## src/rtl/depth_fetch.sv

```systemverilog
// Depth fetch stage: queues fragments, reads the stored depth word at addr+4 over Avalon-MM and
// forwards {addr,color,old_depth,new_depth,done} in order. Optional counters: `define DEPTH_FETCH_STATS_EN.
module depth_fetch #(
   parameter int PEND_LOG2 = 2,
   parameter int ADDR_W    = 26
) (
   input  logic              clock,
   input  logic              reset,
   input  logic              frag_valid,
   input  logic [ADDR_W-1:0] frag_addr,
   input  logic [31:0]       frag_color,
   input  logic [31:0]       frag_depth,
   input  logic              frag_done,
   output logic              stall_out,
   input  logic              stall_in,
   output logic              out_valid,
   output logic [ADDR_W-1:0] out_addr,
   output logic [31:0]       out_color,
   output logic [31:0]       out_old_depth,
   output logic [31:0]       out_new_depth,
   output logic              out_done,
`ifdef DEPTH_FETCH_STATS_EN
   output logic [31:0]       stat_frags,
   output logic [31:0]       stat_mem_stall,
   output logic [31:0]       stat_ds_stall,
`endif
   output logic [ADDR_W-1:0] master_address,
   output logic              master_read,
   output logic              master_write,
   output logic [3:0]        master_byteenable,
   input  logic [31:0]       master_readdata,
   input  logic              master_readdatavalid,
   input  logic              master_waitrequest
);

   localparam int DEPTH = 2 ** PEND_LOG2;
   localparam logic [PEND_LOG2:0] CNT_FULL = (PEND_LOG2 + 1)'(DEPTH);

   logic [PEND_LOG2-1:0] head_reg, tail_reg, fill_reg;
   logic [PEND_LOG2:0]   count_reg, outst_reg;
   logic                 filled_reg [DEPTH];

   logic [ADDR_W-1:0]    q_addr  [DEPTH];
   logic [31:0]          q_color [DEPTH];
   logic [31:0]          q_depth [DEPTH];
   logic                 q_done  [DEPTH];
   logic [31:0]          q_old   [DEPTH];

   logic accept, rd_fire, ret, pop;

   assign stall_out = (count_reg == CNT_FULL) | (master_read & master_waitrequest);
   assign accept    = frag_valid & ~stall_out;
   assign rd_fire   = master_read & ~master_waitrequest;
   // Returns with nothing in flight are strays (e.g. from before a reset) and are dropped.
   assign ret       = master_readdatavalid & (outst_reg != '0);
   // filled is registered, so a return landing in the head entry pops one cycle later.
   assign pop       = filled_reg[head_reg] & ~stall_in & (count_reg != '0);

   assign master_write      = 1'b0;
   assign master_byteenable = 4'hF;

   always_ff @(posedge clock) begin
      if (accept) begin
         q_addr[tail_reg]  <= frag_addr;
         q_color[tail_reg] <= frag_color;
         q_depth[tail_reg] <= frag_depth;
         q_done[tail_reg]  <= frag_done;
      end
      if (ret) begin
         q_old[fill_reg] <= master_readdata;
      end
   end

   generate
      for (genvar gi = 0; gi < DEPTH; gi++) begin : g_filled
         always_ff @(posedge clock or negedge reset) begin
            if (!reset) begin
               filled_reg[gi] <= 1'b0;
            end else if (ret && fill_reg == PEND_LOG2'(gi)) begin
               filled_reg[gi] <= 1'b1;
            end else if (pop && head_reg == PEND_LOG2'(gi)) begin
               filled_reg[gi] <= 1'b0;
            end
         end
      end
   endgenerate

   always_ff @(posedge clock or negedge reset) begin
      if (!reset) begin
         head_reg  <= '0;
         tail_reg  <= '0;
         fill_reg  <= '0;
         count_reg <= '0;
         outst_reg <= '0;
      end else begin
         if (accept) tail_reg <= tail_reg + 1'b1;
         if (ret)    fill_reg <= fill_reg + 1'b1;
         if (pop)    head_reg <= head_reg + 1'b1;
         case ({accept, pop})
            2'b10:   count_reg <= count_reg + 1'b1;
            2'b01:   count_reg <= count_reg - 1'b1;
            default: count_reg <= count_reg;
         endcase
         case ({rd_fire, ret})
            2'b10:   outst_reg <= outst_reg + 1'b1;
            2'b01:   outst_reg <= outst_reg - 1'b1;
            default: outst_reg <= outst_reg;
         endcase
      end
   end

   // Accept can only happen while the bus is not stalled, so it never disturbs a held read.
   always_ff @(posedge clock or negedge reset) begin
      if (!reset) begin
         master_read    <= 1'b0;
         master_address <= '0;
      end else if (accept) begin
         master_read    <= 1'b1;
         master_address <= frag_addr + ADDR_W'(4);
      end else if (rd_fire) begin
         master_read    <= 1'b0;
      end
   end

   always_ff @(posedge clock or negedge reset) begin
      if (!reset) begin
         out_valid     <= 1'b0;
         out_addr      <= '0;
         out_color     <= '0;
         out_old_depth <= '0;
         out_new_depth <= '0;
         out_done      <= 1'b0;
      end else begin
         out_valid <= pop;
         out_done  <= pop & q_done[head_reg];
         if (pop) begin
            out_addr      <= q_addr[head_reg];
            out_color     <= q_color[head_reg];
            out_old_depth <= q_old[head_reg];
            out_new_depth <= q_depth[head_reg];
         end
      end
   end

`ifdef DEPTH_FETCH_STATS_EN
   always_ff @(posedge clock or negedge reset) begin
      if (!reset) begin
         stat_frags     <= '0;
         stat_mem_stall <= '0;
         stat_ds_stall  <= '0;
      end else begin
         if (out_valid && stat_frags != 32'hFFFF_FFFF)
            stat_frags <= stat_frags + 1'b1;
         if (master_read && master_waitrequest && stat_mem_stall != 32'hFFFF_FFFF)
            stat_mem_stall <= stat_mem_stall + 1'b1;
         if (filled_reg[head_reg] && stall_in && stat_ds_stall != 32'hFFFF_FFFF)
            stat_ds_stall <= stat_ds_stall + 1'b1;
      end
   end
`endif

endmodule

```

## config.mk

```make
export PLATFORM = sky130hd
export DESIGN_NAME = depth_fetch
export DESIGN_NICKNAME = d
export VERILOG_FILES = /design/src/rtl/depth_fetch.sv
export SDC_FILE = /design/constraint.sdc
export NUM_CORES = 1
export LEC_CHECK = 0
export CELL_PAD_IN_SITES_DETAIL_PLACEMENT = 1
export CELL_PAD_IN_SITES_GLOBAL_PLACEMENT = 1
export CORE_MARGIN = 1
export CORE_UTILIZATION = 39
export CTS_CLUSTER_DIAMETER = 60
export CTS_CLUSTER_SIZE = 20
export DETAILED_ROUTE_END_ITERATION = 16
export GPL_TIMING_DRIVEN = 0
export PLACE_DENSITY = 0.74
export SLEW_MARGIN = 20
export SYNTH_ARGS = -nofsm -noshare
export SYNTH_HDL_FRONTEND = slang
export SYNTH_SLANG_ARGS = --single-unit
export TNS_END_PERCENT = 20
```

## constraint.sdc

```tcl
create_clock -name clock -period 8.8 [get_ports clock]
set_input_delay 1.76 -clock clock [delete_from_list [all_inputs] [get_ports clock]]
set_output_delay 1.76 -clock clock [all_outputs]
set_load 0.02 [all_outputs]
```

==> impl_metrics.tcl <==
set metrics [dict create \
    synth_enable_flop_cells 492 \
    layout-drive-gt1-share 0.239 \
    met2WireLength_um 28800 \
    synth.ff_latch_count 659 \
    drc_errors 0 \
    highest_layer "met5" \
    pre_cts_ws_ns 3.69 \
    globalRouteOverflowTotal 0 \
    cts_tree "done" \
    syn_area_per_cell_sq_um 21.2 \
    dr.first_iter.drc_count 610 \
    nNetsFinal 1656 \
    cp-end-kind "output pin" \
    final_area_sq_um 30500 \
    ys_async_sr_fraction 0.253 \
    rsz0062_at_grt "false" \
    synthCells 1162 \
    grtUsageTotal 0.182 \
    min_from "outst_reg[2]" \
    clk-insertion-delay-late_ns 0.60 \
    io_buffers 280 \
    hold_violations 0 \
    coreArea_sq_um 62100 \
    htree_levels 2 \
    dp_cells 2296 \
    synth.yosys.warnings 0 \
    antenna_found_initial 10 \
    synth_top_area_frac 0.600 \
    startpoint "master_waitrequest" \
    setup_violations 0 \
    maxSlewViolCount 0 \
    wl_um 57400 \
    ir_drop_mv 0.169 \
    vias 12200 \
    regToRegStartpoint "head_reg[1]" \
    dp_hpwl_um 37700 \
    cts_sinks 659 \
    power.density_nw_per_um2 346 \
    dr.pass1.iters 4 \
    grt_pass1_wl_um 85800 \
    cts-resized-gates 0 \
    ff2ff_path_depth 11 \
    clockBufferDepth 3 \
    cp_data_arrival_time_ns 3.07 \
    fin_cells 2389 \
    postCtsHoldBufs 0 \
    cts_buffers 49 \
    dpl-instance-area_sq_um 28900 \
    die_h_um 253 \
    root_buffer "clkbuf_16" \
    met3WireLength_um 3640 \
    reg_top3 "q_color x128, q_depth x128, q_old x128" \
    vias_per_cell 5.10 \
    postCtsSetupBuffers 0 \
    yosysUniqueCellTypes 41 \
    gp_congestion 0.780 \
    max_freq_mhz 207 \
    rrSetupSlack_ns 5.37 \
    final.min_clock_period_ns 4.83 \
    path_clk_slew_ns 0.07 \
    status "complete, no violations" \
    wl_per_cell_um 24.0 \
    setup_slack_ns 3.97 \
    p_leak_nw 10.4 \
    hold_path.class "flop to flop" \
    yosysTopAreaCell "edfxtp_1" \
    rows 91 \
    holdPathEnd "outst_reg[2]" \
    dieWidth_um 253 \
    ant_nets 0 \
    required_ns 7.04 \
    grt_max_degree 73 \
    start_util 0.397 \
    m1WireLength_um 23800 \
    tightest_slew_ns 1.00 \
    start_kind "primary input" \
    finalCritPeriodShare 0.549 \
    synth.area.top_cells "edfxtp_1, dfrtp_1, mux4_2" \
    grt_pass1_vias 13600 \
    syn_area_sq_um 24600 \
    ys_seq_area_frac 0.769 \
    hold_depth 1 \
    r2r_end "count_reg[2]" \
    skew_ns 0.0228 \
    dieArea_sq_um 64200 \
    area_growth_pct 23.9 \
    relSlewSlack 0.330 \
    ios 286 \
    crit_type "primary input to output pin" \
    maxCapViolCount 0 \
    synthFlopType "edfxtp_1" \
    path_max_fanout 3 \
]
[final cells by class]
type                       count  area (sq um)
sequential                   659         19000
clock inverter                30           347
multi-input combinational    435          5410
tap                          837          1050
fill                        5699         31500
buffer                        55           250
clock buffer                  61          1320
inverter                      16          60.1
antenna                        2          5.00
timing repair buffer         294          3140
[placed cells by master, fill, tap and decap left out, drive strengths merged, types with 6 or more instances in the layout]
cell type / netlist / final
edfxtp: 492 / 492
buf: 28 / 43
clkbuf: 27 / 88
mux2: 122 / 122
or3: 6 / 6
ha: 15 / 15
o21ai: 22 / 22
xor2: 6 / 6
nor2: 14 / 14
clkdlybuf4s50: 0 / 279
mux4: 124 / 124
nand3: 9 / 9
a31oi: 9 / 9
xnor2: 16 / 16
inv: 16 / 26
dfrtp: 167 / 167
and2: 9 / 9
nand2: 41 / 41
clkinv: 0 / 13
[where the power goes]
part	internal (mW)	leakage [nW]	switching (mW)
combinational	1.83	3.18	1.89
clock	1.20	0.807	1.14
sequential	4.17	6.45	0.320
[how the worst max path moves through the flow]
stage | endpoint | slack [ns] | depth (start not counted)
after floorplan | q_addr[0][0] | 3.63 | 5
after global placement | out_addr[18] | -2.81 | 1
after detailed placement | q_color[2][12] | 3.69 | 8
after CTS | stall_out | 3.99 | 3
after global routing | stall_out | 3.95 | 3
final | stall_out | 3.97 | 3
[routing by layer]
layer | track usage | vias up
li1 | - | 5309
met1 | 0.234 | 6493
met2 | 0.307 | 297
met3 | 0.0452 | 75
met4 | 0.0499 | 10
met5 | 0 | -
[critical path: stages]
cell,delay [ns]
clkdlybuf4s50_1,0.50
a21o_1,0.12
clkdlybuf4s50_1,0.68
[Yosys cell counts (3+ instances only)]
library cell	number
buf_1	4
buf_2	19
xnor2_1	16
o31ai_1	4
xor2_1	6
and2_1	9
nor4_1	4
ha_1	15
inv_1	16
edfxtp_1	492
nand2_1	41
mux4_2	124
a21o_1	5
dfrtp_1	167
and3_1	4
nor2_1	14
or4_1	3
buf_4	5
mux2_2	115
nor3_1	3
clkbuf_1	27
nand3_1	9
mux2_1	7
a31oi_1	9
or3_1	5
o21ai_0	22
[per-stage QoR]
| step | TNS (ns) | power, mW | hold WS, ns | util |
|---|---|---|---|---|
| after floorplan | 0 | 6.71 | 0.443 | - |
| after global placement | -463.91 | 8.21 | 0.457 | 0.459 |
| after detailed placement | 0 | 8.37 | 0.465 | 0.465 |
| after CTS | 0 | 10.7 | 0.483 | 0.492 |
| after global routing | 0 | 11.1 | 0.493 | 0.492 |
| final | 0 | 10.6 | 0.481 | 0.492 |
[kinds of logic (layout without fill, tap and decap cells)]
| logic type | after synthesis | count (layout) | share of synthesized area |
|---|---|---|---|
| flip-flops | 659 | 659 | 0.769 |
| multiplexers | 247 | 247 | 0.169 |
| AND/OR/NAND/NOR | 102 | 102 | 0.0212 |
| buffers and inverters | 71 | 456 | 0.0125 |
| AO/OA/AOI/OAI | 42 | 42 | 0.0102 |
| XOR/XNOR | 22 | 22 | 0.00782 |
| adder cells (fa/ha/maj) | 17 | 17 | 0.00924 |
| other | 2 | 7 | 0.000305 |
Note: power is estimated with default switching activity, not from simulation.
